## src/rtl/cpc_mem_arbiter_if.sv

```systemverilog
// Bus bundle for the CPC memory arbiter: video, CPU and loader
// request ports plus the external memory port.
// slave  : arbiter view (requests in, memory request out)
// master : environment view (requesters and memory controller)
interface cpc_mem_arbiter_if #(
  parameter int ADDR_W = 23
);
  logic              vid_req;
  logic [14:0]       vid_addr;
  logic [15:0]       vid_data;
  logic              vid_valid;
  logic              vid_late;
  logic              vid_late_clr;
  logic              cpu_rd;
  logic              cpu_wr;
  logic [ADDR_W-1:0] cpu_addr;
  logic [7:0]        cpu_din;
  logic [7:0]        cpu_dout;
  logic              cpu_ready;
  logic              ld_wr;
  logic [ADDR_W-1:0] ld_addr;
  logic [7:0]        ld_data;
  logic              ld_busy;
  logic              mem_req;
  logic              mem_we;
  logic [ADDR_W-1:0] mem_addr;
  logic [7:0]        mem_wdata;
  logic              mem_ack;
  logic [15:0]       mem_rdata;

  modport slave (
    input  vid_req, vid_addr, vid_late_clr,
    input  cpu_rd, cpu_wr, cpu_addr, cpu_din,
    input  ld_wr, ld_addr, ld_data,
    input  mem_ack, mem_rdata,
    output vid_data, vid_valid, vid_late,
    output cpu_dout, cpu_ready, ld_busy,
    output mem_req, mem_we, mem_addr, mem_wdata
  );

  modport master (
    output vid_req, vid_addr, vid_late_clr,
    output cpu_rd, cpu_wr, cpu_addr, cpu_din,
    output ld_wr, ld_addr, ld_data,
    output mem_ack, mem_rdata,
    input  vid_data, vid_valid, vid_late,
    input  cpu_dout, cpu_ready, ld_busy,
    input  mem_req, mem_we, mem_addr, mem_wdata
  );
endinterface

```

## src/rtl/cpc_mem_arbiter.sv

```systemverilog
// CPC memory arbiter: shares one SDRAM port between video fetch,
// Z80 cycles and the image loader, one transaction at a time.
// Ports: clk, reset_n (async active-low), bus (cpc_mem_arbiter_if.slave)
//   video : vid_req/vid_addr -> vid_data/vid_valid, vid_late(+clr)
//   cpu   : cpu_rd/cpu_wr/cpu_addr/cpu_din -> cpu_dout/cpu_ready
//   loader: ld_wr/ld_addr/ld_data -> ld_busy
//   memory: mem_req/mem_we/mem_addr/mem_wdata, mem_ack/mem_rdata
module cpc_mem_arbiter #(
  parameter int                VID_DEADLINE = 12,
  parameter int                ADDR_W       = 23,
  parameter logic [ADDR_W-1:0] VID_BASE     = '0
) (
  input logic              clk,
  input logic              reset_n,
  cpc_mem_arbiter_if.slave bus
);
  localparam int            CW = $clog2(VID_DEADLINE + 1);
  localparam logic [CW-1:0] DL = CW'(VID_DEADLINE);

  typedef enum logic [1:0] {
    S_IDLE,
    S_VID,
    S_CPU,
    S_LD
  } state_t;

  state_t state_q, state_d;

  logic              vid_pend_q, vid_pend_d;
  logic [14:0]       vid_addr_q, vid_addr_d;
  logic              cpu_pend_q, cpu_pend_d;
  logic              cpu_abort_q, cpu_abort_d;
  logic              cpu_we_q, cpu_we_d;
  logic [ADDR_W-1:0] cpu_addr_q, cpu_addr_d;
  logic [7:0]        cpu_din_q, cpu_din_d;
  logic              cpu_act_q;
  logic              ld_pend_q, ld_pend_d;
  logic [ADDR_W-1:0] ld_addr_q, ld_addr_d;
  logic [7:0]        ld_data_q, ld_data_d;
  logic [CW-1:0]     cnt_q, cnt_d;
  logic              vid_late_q, vid_late_d;
  logic              vid_valid_q, vid_valid_d;
  logic [15:0]       vid_data_q, vid_data_d;
  logic [7:0]        cpu_dout_q, cpu_dout_d;
  logic              mem_req_q, mem_req_d;
  logic              mem_we_q, mem_we_d;
  logic [ADDR_W-1:0] mem_addr_q, mem_addr_d;
  logic [7:0]        mem_wdata_q, mem_wdata_d;

  logic cpu_act;
  logic cpu_rise;
  logic ack_vid;
  logic ack_cpu;
  logic ack_ld;
  logic late_set;

  assign cpu_act  = bus.cpu_rd | bus.cpu_wr;
  assign cpu_rise = cpu_act & ~cpu_act_q;
  assign ack_vid  = (state_q == S_VID) & bus.mem_ack;
  assign ack_cpu  = (state_q == S_CPU) & bus.mem_ack;
  assign ack_ld   = (state_q == S_LD) & bus.mem_ack;

  // Request capture
  always_comb begin
    vid_pend_d  = vid_pend_q;
    vid_addr_d  = vid_addr_q;
    cpu_pend_d  = cpu_pend_q;
    cpu_abort_d = cpu_abort_q;
    cpu_we_d    = cpu_we_q;
    cpu_addr_d  = cpu_addr_q;
    cpu_din_d   = cpu_din_q;
    ld_pend_d   = ld_pend_q;
    ld_addr_d   = ld_addr_q;
    ld_data_d   = ld_data_q;

    if (ack_vid) vid_pend_d = 1'b0;
    if (bus.vid_req && !vid_pend_q) begin
      vid_pend_d = 1'b1;
      vid_addr_d = bus.vid_addr;
    end

    // A CPU that lets go mid-transaction still gets its cycle
    // run to completion; only the read result is thrown away.
    if (ack_cpu) begin
      cpu_pend_d  = 1'b0;
      cpu_abort_d = 1'b0;
    end else if (cpu_pend_q && !cpu_act) begin
      cpu_abort_d = 1'b1;
    end
    if (cpu_rise && !cpu_pend_q) begin
      cpu_pend_d  = 1'b1;
      cpu_abort_d = 1'b0;
      cpu_we_d    = bus.cpu_wr;
      cpu_addr_d  = bus.cpu_addr;
      cpu_din_d   = bus.cpu_din;
    end

    if (ack_ld) ld_pend_d = 1'b0;
    if (bus.ld_wr && !ld_pend_q) begin
      ld_pend_d = 1'b1;
      ld_addr_d = bus.ld_addr;
      ld_data_d = bus.ld_data;
    end
  end

  // Video deadline watch; a set beats a clear in the same cycle
  always_comb begin
    cnt_d    = cnt_q;
    late_set = bus.vid_req & vid_pend_q;
    if (bus.vid_req) begin
      cnt_d = '0;
    end else if (vid_pend_q && cnt_q != DL) begin
      cnt_d = cnt_q + 1'b1;
      if (cnt_d == DL) late_set = 1'b1;
    end
    vid_late_d = vid_late_q;
    if (bus.vid_late_clr) vid_late_d = 1'b0;
    if (late_set) vid_late_d = 1'b1;
  end

  // Grant FSM and memory request registers
  always_comb begin
    state_d     = state_q;
    mem_req_d   = mem_req_q;
    mem_we_d    = mem_we_q;
    mem_addr_d  = mem_addr_q;
    mem_wdata_d = mem_wdata_q;
    unique case (state_q)
      S_IDLE: begin
        if (vid_pend_q) begin
          state_d     = S_VID;
          mem_req_d   = 1'b1;
          mem_we_d    = 1'b0;
          mem_addr_d  = VID_BASE + ADDR_W'({vid_addr_q, 1'b0});
          mem_wdata_d = 8'h00;
        end else if (cpu_pend_q) begin
          state_d     = S_CPU;
          mem_req_d   = 1'b1;
          mem_we_d    = cpu_we_q;
          mem_addr_d  = cpu_addr_q;
          mem_wdata_d = cpu_din_q;
        end else if (ld_pend_q) begin
          state_d     = S_LD;
          mem_req_d   = 1'b1;
          mem_we_d    = 1'b1;
          mem_addr_d  = ld_addr_q;
          mem_wdata_d = ld_data_q;
        end
      end
      default: begin
        if (bus.mem_ack) begin
          state_d   = S_IDLE;
          mem_req_d = 1'b0;
        end
      end
    endcase
  end

  // Completion outputs
  always_comb begin
    vid_valid_d = ack_vid;
    vid_data_d  = vid_data_q;
    cpu_dout_d  = cpu_dout_q;
    if (ack_vid) vid_data_d = bus.mem_rdata;
    if (ack_cpu && !cpu_we_q && !cpu_abort_q && cpu_act) begin
      cpu_dout_d = cpu_addr_q[0] ? bus.mem_rdata[15:8]
                                 : bus.mem_rdata[7:0];
    end
  end

  always_ff @(posedge clk or negedge reset_n) begin
    if (!reset_n) begin
      state_q     <= S_IDLE;
      vid_pend_q  <= 1'b0;
      vid_addr_q  <= '0;
      cpu_pend_q  <= 1'b0;
      cpu_abort_q <= 1'b0;
      cpu_we_q    <= 1'b0;
      cpu_addr_q  <= '0;
      cpu_din_q   <= '0;
      cpu_act_q   <= 1'b0;
      ld_pend_q   <= 1'b0;
      ld_addr_q   <= '0;
      ld_data_q   <= '0;
      cnt_q       <= '0;
      vid_late_q  <= 1'b0;
      vid_valid_q <= 1'b0;
      vid_data_q  <= '0;
      cpu_dout_q  <= '0;
      mem_req_q   <= 1'b0;
      mem_we_q    <= 1'b0;
      mem_addr_q  <= '0;
      mem_wdata_q <= '0;
    end else begin
      state_q     <= state_d;
      vid_pend_q  <= vid_pend_d;
      vid_addr_q  <= vid_addr_d;
      cpu_pend_q  <= cpu_pend_d;
      cpu_abort_q <= cpu_abort_d;
      cpu_we_q    <= cpu_we_d;
      cpu_addr_q  <= cpu_addr_d;
      cpu_din_q   <= cpu_din_d;
      cpu_act_q   <= cpu_act;
      ld_pend_q   <= ld_pend_d;
      ld_addr_q   <= ld_addr_d;
      ld_data_q   <= ld_data_d;
      cnt_q       <= cnt_d;
      vid_late_q  <= vid_late_d;
      vid_valid_q <= vid_valid_d;
      vid_data_q  <= vid_data_d;
      cpu_dout_q  <= cpu_dout_d;
      mem_req_q   <= mem_req_d;
      mem_we_q    <= mem_we_d;
      mem_addr_q  <= mem_addr_d;
      mem_wdata_q <= mem_wdata_d;
    end
  end

  assign bus.vid_data  = vid_data_q;
  assign bus.vid_valid = vid_valid_q;
  assign bus.vid_late  = vid_late_q;
  assign bus.cpu_dout  = cpu_dout_q;
  // Drops on the request edge itself so the Z80 sees WAIT in time
  assign bus.cpu_ready = ~(cpu_pend_q | cpu_rise);
  assign bus.ld_busy   = ld_pend_q;
  assign bus.mem_req   = mem_req_q;
  assign bus.mem_we    = mem_we_q;
  assign bus.mem_addr  = mem_addr_q;
  assign bus.mem_wdata = mem_wdata_q;
endmodule
```

## src/flat_wrapper.sv

```systemverilog
// flat-port wrapper written by rule: the top's interface ports become plain ports
module cpc_mem_arbiter_flat 
#(
  parameter int                VID_DEADLINE = 12,
  parameter int                ADDR_W       = 23,
  parameter logic [ADDR_W-1:0] VID_BASE     = '0
)
  (clk, reset_n, bus_vid_req, bus_vid_addr, bus_vid_late_clr, bus_cpu_rd, bus_cpu_wr, bus_cpu_addr, bus_cpu_din, bus_ld_wr, bus_ld_addr, bus_ld_data, bus_mem_ack, bus_mem_rdata, bus_vid_data, bus_vid_valid, bus_vid_late, bus_cpu_dout, bus_cpu_ready, bus_ld_busy, bus_mem_req, bus_mem_we, bus_mem_addr, bus_mem_wdata);
  cpc_mem_arbiter_if #(.ADDR_W(ADDR_W)) bus_i ();
  input logic clk;
  input logic reset_n;
  input wire logic [$bits(bus_i.vid_req)-1:0] bus_vid_req;
  input wire logic [$bits(bus_i.vid_addr)-1:0] bus_vid_addr;
  input wire logic [$bits(bus_i.vid_late_clr)-1:0] bus_vid_late_clr;
  input wire logic [$bits(bus_i.cpu_rd)-1:0] bus_cpu_rd;
  input wire logic [$bits(bus_i.cpu_wr)-1:0] bus_cpu_wr;
  input wire logic [$bits(bus_i.cpu_addr)-1:0] bus_cpu_addr;
  input wire logic [$bits(bus_i.cpu_din)-1:0] bus_cpu_din;
  input wire logic [$bits(bus_i.ld_wr)-1:0] bus_ld_wr;
  input wire logic [$bits(bus_i.ld_addr)-1:0] bus_ld_addr;
  input wire logic [$bits(bus_i.ld_data)-1:0] bus_ld_data;
  input wire logic [$bits(bus_i.mem_ack)-1:0] bus_mem_ack;
  input wire logic [$bits(bus_i.mem_rdata)-1:0] bus_mem_rdata;
  output wire logic [$bits(bus_i.vid_data)-1:0] bus_vid_data;
  output wire logic [$bits(bus_i.vid_valid)-1:0] bus_vid_valid;
  output wire logic [$bits(bus_i.vid_late)-1:0] bus_vid_late;
  output wire logic [$bits(bus_i.cpu_dout)-1:0] bus_cpu_dout;
  output wire logic [$bits(bus_i.cpu_ready)-1:0] bus_cpu_ready;
  output wire logic [$bits(bus_i.ld_busy)-1:0] bus_ld_busy;
  output wire logic [$bits(bus_i.mem_req)-1:0] bus_mem_req;
  output wire logic [$bits(bus_i.mem_we)-1:0] bus_mem_we;
  output wire logic [$bits(bus_i.mem_addr)-1:0] bus_mem_addr;
  output wire logic [$bits(bus_i.mem_wdata)-1:0] bus_mem_wdata;
  assign bus_i.vid_req = bus_vid_req;
  assign bus_i.vid_addr = bus_vid_addr;
  assign bus_i.vid_late_clr = bus_vid_late_clr;
  assign bus_i.cpu_rd = bus_cpu_rd;
  assign bus_i.cpu_wr = bus_cpu_wr;
  assign bus_i.cpu_addr = bus_cpu_addr;
  assign bus_i.cpu_din = bus_cpu_din;
  assign bus_i.ld_wr = bus_ld_wr;
  assign bus_i.ld_addr = bus_ld_addr;
  assign bus_i.ld_data = bus_ld_data;
  assign bus_i.mem_ack = bus_mem_ack;
  assign bus_i.mem_rdata = bus_mem_rdata;
  assign bus_vid_data = bus_i.vid_data;
  assign bus_vid_valid = bus_i.vid_valid;
  assign bus_vid_late = bus_i.vid_late;
  assign bus_cpu_dout = bus_i.cpu_dout;
  assign bus_cpu_ready = bus_i.cpu_ready;
  assign bus_ld_busy = bus_i.ld_busy;
  assign bus_mem_req = bus_i.mem_req;
  assign bus_mem_we = bus_i.mem_we;
  assign bus_mem_addr = bus_i.mem_addr;
  assign bus_mem_wdata = bus_i.mem_wdata;
  cpc_mem_arbiter #(.VID_DEADLINE(VID_DEADLINE), .ADDR_W(ADDR_W), .VID_BASE(VID_BASE)) u_core (.clk(clk), .reset_n(reset_n), .bus(bus_i));
endmodule
```

## config.mk

```make
export PLATFORM = sky130hd
export DESIGN_NAME = cpc_mem_arbiter_flat
export DESIGN_NICKNAME = d
export VERILOG_FILES = /design/src/rtl/cpc_mem_arbiter_if.sv /design/src/rtl/cpc_mem_arbiter.sv /design/src/flat_wrapper.sv
export SDC_FILE = /design/constraint.sdc
export NUM_CORES = 1
export LEC_CHECK = 0
export ABC_AREA = 1
export BUFFER_PORTS_ARGS = -buffer_cell sky130_fd_sc_hd__buf_2
export CELL_PAD_IN_SITES_DETAIL_PLACEMENT = 0
export CELL_PAD_IN_SITES_GLOBAL_PLACEMENT = 1
export CORE_UTILIZATION = 42
export DETAILED_ROUTE_END_ITERATION = 8
export PLACE_DENSITY = 0.92
export RECOVER_POWER = 100
export SLEW_MARGIN = 0
export SYNTH_ARGS = -nofsm -noshare
export SYNTH_HDL_FRONTEND = slang
export SYNTH_SLANG_ARGS = --single-unit
```

## constraint.sdc

```tcl
create_clock -name clk -period 3.4 [get_ports clk]
set_clock_uncertainty 0.2 [all_clocks]
set_input_delay 1.02 -clock clk [delete_from_list [all_inputs] [get_ports clk]]
set_output_delay 1.02 -clock clk [all_outputs]
set_load 0.01 [all_outputs]
```

==> run_results.csv, run 1 <==
group,metric,value,unit
outcome,run_status,"finished with violations",
outcome,failed_checks,"max-capacitance violations, max-slew violations",
worst_setup_path,cp-start-kind,"input pin",
routing,dr_total_vias,5490,
worst_setup_path,worstSetupPathType,"in2out",
sta,timing.max_slew.rel_slack,-14.2,%
routing,route.antenna.remaining_nets,0,
synth,area_contributors_post_synth,"dfrtp_1 (56%), nand2_1 (18%), inv_1 (5.1%), nand3_1 (3.7%), o21ai_0 (3.7%)",
worst_setup_path,largest_fanout_on_the_critical_path,4,
die,chipHeight,127,um
synth,mappedNetlistNets,908,
synth,syn_inst,804,
routing,initialDrtViolationCount,414,
sta,setup_violations,0,
global_route,grt_remaining_overflow,0,
finish,finalCoreUtilization,51.9,%
global_route,globalRouteTotalUtil,21.7,%
sta,final_hold_violation_count,0,
finish,final_cell_count_no_fill,1174,
synth,yosysWarnings,0,
global_route,global_route_wire_length_before_repair,26900,um
finish,layout-drive-gt1-share,14.7,%
die,die_x,127,um
power,vdd_drop_max,461,uV
clocking,clk_lat_worst_skew,0.42,ns
synth,yosysTopAreaCell,"dfrtp_1",
placement,detail_placement_hpwl,11200,um
synth,synth-edff-count,0,
worst_setup_path,critPathSlowestCell,"clkbuf_1",
clocking,number_of_buffers_between_clock_root_and_the_deepest_sink,2,
clocking,numCtsBuffers,17,
synth,yosys_most_used_dff,"dfrtp_1",
routing,drt-pass1-iter-count,5,
sta,timing.final.crit_period,3.04,ns
routing,drt-wirelength-per-cell,13.9,um
worst_setup_path,cp_top_family,"buffers and inverters",
synth,asyncSetResetFlopFracSynth,100,%
placement,gp_routability_congestion,0.805,
placement,placed_cells_incl_taps,1142,
worst_setup_path,crit_path_cell_trace,"buf_2 > nor2_1 > inv_1 > a21oi_1 > clkbuf_1",
routing,drt_drc_violations_left,0,
routing,routed_wl,16300,um
global_route,initial_antenna_violation_count,0,
finish,areaGrowthSynthToFinish,20.3,%
worst_setup_path,worstPathBufferInverterCount,3,
clocking,clock-root-buffer,"clkbuf_16",
global_route,via_count_of_the_first_global_routing_pass,5346,
synth,synth_largest_type_area_fraction,56.3,%
sta,rsz_0062_raised_after_global_routing,"false",
run,max_cap_viol_count,2,
synth,post_synth_most_frequent_cells,"nand2_1 (322), dfrtp_1 (148), inv_1 (89)",
synth,synth.lib_cells_used.distinct,26,
finish,n_antenna_cell,0,
die,std_cell_rows,45,
die,die-area,16200,um2
global_route,grt_start_max_net_pins,67,
clocking,cts-hold-fix-buffers,0,
finish,nets,1054,
routing,via_per_inst,4.68,
sta,worst_slew_pin_slew,1.71,ns
power,report.power.total,7320,uW
clocking,h_tree_levels,4,
synth,post-synth-top-count-cell,"nand2_1",
power,static-leakage-power,0.00428,uW
die,initial_core_util,43.1,%
clocking,tritoncts_clock_tree,"yes",
hold_path,holdCritPathClass,"reg2reg",
die,core,15300,um2
sta,maxSlewViolCount,85,
finish,fillCellCount,1480,
synth,postSynthAreaPerCell,8.18,um2
clocking,cts_num_sinks,148,
die,i_o_pin_count,162,
clocking,postCtsSetupRepairBufs,0,
sta,timing.setup.tns,0,ns
synth,synth.ff_latch_count,148,
worst_setup_path,end_kind,"output port",
sta,final_min_period_over_clock_period,89.4,%
clocking,cts_resized,0,
synth,post_synthesis_sequential_area_ratio,56.3,%
worst_setup_path,cp.arrival,1.82,ns
clocking,clk_pin_slew,0.06,ns
power,cellPowerDensity,924,nW/um2
synth,synth.cell_area,6580,um2
placement,io_buffer_count,161,
worst_setup_path,largest_stage_delay_on_the_critical_path,0.21,ns
worst_setup_path,crit_required,2.18,ns
sta,max_freq,0.329,GHz
## metal layers
metal	up-vias	GRT usage (%)	wire length, um
met3	17	5.44	851
met4	0	6.86	235
met2	146	35.8	7900
met5	-	0	0
met1	2545	28.1	7320
li1	2782	-	-
## stage by stage
stage,hold WS (ns),instance area [um2],setup WS [ns]
6_report,0.272,7920,0.360
5_1_grt,0.281,7920,0.235
3_5_place_dp,0.258,7460,0.492
4_1_cts,0.274,8060,0.441
3_3_place_gp,0.254,7460,0.507
2_1_floorplan,0.242,6580,0.760
## final cells by class
cell class | instances | area, um2 | share of cell area, %
Inverter | 93 | 349 | 4.41
Timing Repair Buffer | 169 | 788 | 9.96
Multi-Input combinational cell | 521 | 2220 | 28.0
Sequential cell | 148 | 3700 | 46.8
Clock inverter | 14 | 154 | 1.94
Clock buffer | 18 | 439 | 5.55
Tap cell | 211 | 264 | 3.33
## path summary, 6_finish.rpt
| path | start | end | slack, ns | cells past startpoint |
|---|---|---|---|---|
| setup / recovery | bus_cpu_wr | bus_cpu_ready | 0.36 | 5 |
| hold / removal | u_core.vid_addr_q[11] | u_core.vid_addr_q[11] | 0.27 | 2 |
| setup reg to reg | u_core.cpu_pend_q | u_core.cpu_abort_q | 0.60 | 6 |
| hold reg to reg | u_core.vid_addr_q[11] | u_core.vid_addr_q[11] | 0.27 | 2 |
| max in group asynchronous | reset_n | u_core.bus.vid_late | 0.86 | 2 |
| min in group asynchronous | reset_n | u_core.cpu_addr_q[11] | 0.32 | 1 |
## state kept, by name (all words and copies together) (netlist names)
register and cells:
u_core.cnt_q 4, u_core.cpu_addr_q 23, u_core.cpu_pend_q 1, u_core.bus.mem_req 1, u_core.bus.vid_data 16, u_core.cpu_abort_q 1, u_core.bus.cpu_dout 8, u_core.bus.vid_valid 1
u_core.state_q 2, u_core.cpu_din_q 8, u_core.vid_pend_q 1, u_core.cpu_act_q 1, u_core.bus.ld_busy 1, u_core.ld_data_q 8, u_core.bus.mem_addr 23, u_core.vid_addr_q 15
u_core.bus.mem_wdata 8, u_core.bus.mem_we 1, u_core.cpu_we_q 1, u_core.ld_addr_q 23, u_core.bus.vid_late 1
## worst reg2reg max path, cell delays in order, from the launching register on
cell	delay [ns]
dfrtp_1	0.48
clkbuf_2	0.61
inv_1	0.67
nand3_2	0.29
buf_12	0.27
o21ai_0	0.13
nor2_1	0.09
## power breakdown
part / switching, uW / leakage (uW) / internal [uW]
Combinational: 1650 / 0.00217 / 808
Sequential: 462 / 0.00183 / 2530
Clock: 761 / 0.000283 / 1110
Total: 2880 / 0.00428 / 4440
## placed cells by master, fill, tap and decap left out, drive strengths merged
master / Yosys / routed
o22ai: 2 / 2
ha: 3 / 3
nor2: 29 / 29
dfrtp: 148 / 148
inv: 92 / 94
a21oi: 33 / 33
nand4: 1 / 1
clkbuf: 8 / 86
nand2: 324 / 324
nand3: 52 / 52
clkinvlp: 0 / 3
bufinv: 0 / 2
o21a: 1 / 1
o21ai: 75 / 75
clkinv: 1 / 8
a22oi: 1 / 1
buf: 34 / 101
## kinds of logic after synthesis
group	share of synthesized area, %
DFF	56.3
buffers and inverters	9.58
and+or+nand+nor	24.8
AOI/OAI and AO/OA	8.80
adders and majority gates	0.571
Power figures use the tool's default switching activity.
==> run 2: changes to the inputs <==
Settings changed: ABC_AREA 1 to 0, CORE_UTILIZATION 42 to 45, PLACE_DENSITY 0.92 to 0.91.
==> run 2 against run 1 <==
Net effect: the run still ends with max-capacitance violations, max-slew violations left; maximum frequency fell by 2.9%; via count fell by 24%; synthesized area fell by 4.5%; clock-buffer cell count rose by 4; hold slack improved by 0.013 ns; die area fell by 11%; critical path depth fell by 1; cell area fell by 1.6%; sequential cell count did not move; final cell count fell by 32%; critical path type is now reg2reg; critical endpoint is now u_core.bus.mem_addr[10]; highest routed layer is now met5.
==> run_results.csv, run 2 <==
group,metric,value,unit
sta,timing.final.crit_period,3.13,ns
sta,max_freq,0.319,GHz
synth,post_synthesis_sequential_area_ratio,58.9,%
global_route,globalRouteTotalUtil,20.3,%
sta,timing.max_slew.rel_slack,-11.1,%
global_route,grt_start_max_net_pins,63,
worst_setup_path,end_kind,"flip-flop",
finish,final_cell_count_no_fill,797,
synth,syn_inst,446,
global_route,grt_remaining_overflow,0,
routing,drt-wirelength-per-cell,17.5,um
synth,asyncSetResetFlopFracSynth,100,%
worst_setup_path,worst_r2r_path_depth,4,
sta,timing.setup.tns,0,ns
clocking,clk_pin_slew,0.06,ns
finish,finalCoreUtilization,57.9,%
hold_path,holdCritPathClass,"reg2reg",
die,core,13500,um2
synth,yosysWarnings,0,
synth,mappedNetlistNets,550,
synth,synth.lib_cells_used.distinct,30,
die,die-area,14400,um2
clocking,cts-hold-fix-buffers,0,
worst_setup_path,regToRegEndpoint,"u_core.bus.mem_addr[10]",
routing,routed_wl,13900,um
worst_setup_path,timing.rr.start,"u_core.state_q[0]",
worst_setup_path,minimum_setup_slack_among_reg_to_reg_paths,0.27,ns
routing,dr_total_vias,4173,
placement,io_buffer_count,161,
worst_setup_path,crit_required,3.50,ns
finish,n_antenna_cell,0,
clocking,cts_num_sinks,148,
clocking,h_tree_levels,4,
routing,drt-pass1-iter-count,4,
sta,worst_slew_pin_slew,1.66,ns
worst_setup_path,cp-start-kind,"flip-flop",
clocking,postCtsSetupRepairBufs,0,
global_route,initial_antenna_violation_count,1,
clocking,number_of_buffers_between_clock_root_and_the_deepest_sink,2,
synth,synth.ff_latch_count,148,
hold_path,min_path_cells,1,
power,cellPowerDensity,981,nW/um2
placement,pre_cts_ws,0.229,ns
synth,synth_largest_type_area_fraction,58.9,%
outcome,failed_checks,"max-capacitance violations, max-slew violations",
clocking,cts_resized,0,
die,chipHeight,120,um
synth,postSynthAreaPerCell,14.1,um2
sta,setup_violations,0,
sta,final.setup.worst_slack,0.269,ns
routing,via_per_inst,5.24,
placement,gp_routability_congestion,0.794,
routing,route.antenna.remaining_nets,0,
clocking,clock-root-buffer,"clkbuf_16",
finish,areaGrowthSynthToFinish,23.9,%
clocking,numCtsBuffers,17,
synth,post_synth_most_frequent_cells,"dfrtp_1 (148), mux2_2 (139), mux2i_1 (31)",
run,max_cap_viol_count,2,
sta,maxSlewViolCount,76,
synth,yosys_most_used_dff,"dfrtp_1",
hold_path,worst_hold_launch,"u_core.ld_data_q[5]",
global_route,global_route_wire_length_before_repair,22200,um
finish,nets,713,
synth,post-synth-top-count-cell,"dfrtp_1",
sta,final.hold.worst_slack,0.285,ns
die,i_o_pin_count,162,
outcome,run_status,"finished with violations",
synth,yosysTopAreaCell,"dfrtp_1",
sta,rsz_0062_raised_after_global_routing,"false",
clocking,clk_lat_worst_skew,0.41,ns
routing,initialDrtViolationCount,186,
die,initial_core_util,46.7,%
die,std_cell_rows,42,
placement,placed_cells_incl_taps,766,
synth,synth.cell_area,6290,um2
sta,final_hold_violation_count,0,
synth,synth-edff-count,0,
global_route,via_count_of_the_first_global_routing_pass,4395,
worst_setup_path,largest_fanout_on_the_critical_path,20,
finish,most_common_cell_after_layout_fill_and_taps_aside,"dfrtp_1",
die,die_x,120,um
sta,final_min_period_over_clock_period,92.1,%
worst_setup_path,worstSetupPathType,"reg2reg",
clocking,tritoncts_clock_tree,"yes",
power,vdd_drop_max,412,uV
synth,area_contributors_post_synth,"dfrtp_1 (59%), mux2_2 (25%), mux2i_1 (4.9%), o21ai_0 (1.7%), nor2_1 (1.2%)",
finish,commonest_cells_after_routing_fill_and_taps_aside,"dfrtp_1 (146), mux2_2 (139), buf_2 (98), clkbuf_1 (65), mux2i_1 (31)",
routing,drt_drc_violations_left,0,
power,static-leakage-power,0.00368,uW
worst_setup_path,cp.arrival,3.23,ns
hold_path,hold_path_end,"u_core.ld_data_q[5]",
finish,layout-drive-gt1-share,44.8,%
placement,detail_placement_hpwl,9550,um
## run 2: cell count changes after synthesis, sizes merged, moves of 3 or more
cell,before,now
a21oi,33,5
nor2,29,20
nand2,324,16
inv,92,8
buf,34,20
nand3,52,6
o21ai,75,21
nor2b,0,3
mux2,0,143
mux2i,0,31
clkbuf,8,5
## run 2: routing by layer
| layer | part of all wire [%] | wire length, um | track usage, % | vias to the layer above |
|---|---|---|---|---|
| met5 | 0.093 | 13 | 0 | - |
| met4 | 2.1 | 289 | 8.75 | 2 |
| met3 | 5.2 | 719 | 5.24 | 25 |
| met2 | 50 | 6950 | 34.0 | 136 |
| met1 | 43 | 5940 | 24.7 | 2109 |
| li1 | - | - | - | 1901 |
## run 2: critical path, stage by stage (launching register included)
cell	delay, ns
dfrtp_1	0.42
nor2_1	0.17
o31a_1	0.77
clkbuf_1	1.02
mux2_2	0.43
## run 2: cell families (layout without fill, tap and decap cells)
group / count (synthesis) / after routing / synth area share (%)
mux: 174 / 174 / 30.6
simple gates: 52 / 52 / 4.02
compound gates: 34 / 34 / 3.14
flops: 148 / 148 / 58.9
xor+xnor: 2 / 2 / 0.279
buf+inv: 33 / 208 / 2.49
fa+ha+maj: 3 / 3 / 0.597
## run 2: cell type report
cell class	count	area, um2
inverters	8	30.0
clock inverters	9	150
well taps	176	220
multi-input cells	265	2410
repair buffers	169	786
fillers	1158	5660
flip-flops and latches	148	3710
clock buffers	22	484
## run 2: worst max-delay path by stage
stage	start	end	slack, ns	depth (start not counted)
2_1_floorplan	bus_cpu_wr	bus_cpu_ready	0.61	2
3_3_place_gp	bus_cpu_wr	bus_cpu_ready	0.28	4
3_5_place_dp	bus_cpu_wr	bus_cpu_ready	0.23	4
4_1_cts	bus_cpu_wr	bus_cpu_ready	0.23	4
5_1_grt	reset_n	u_core.vid_addr_q[8]	0.08	2
6_report	u_core.state_q[0]	u_core.bus.mem_addr[10]	0.27	4
## run 2: per-stage QoR
stage | area (um2) | power, uW
2_1_floorplan | 6290 | 4920
3_3_place_gp | 7310 | 5690
3_5_place_dp | 7310 | 5850
4_1_cts | 7940 | 7860
5_1_grt | 7790 | 8120
6_report | 7790 | 7650
## run 2: where the power goes
part	switching, uW	leakage [uW]	internal, uW
Combinational	1200	0.00158	1350
Sequential	506	0.00179	2610
Clock	689	0.000308	1300
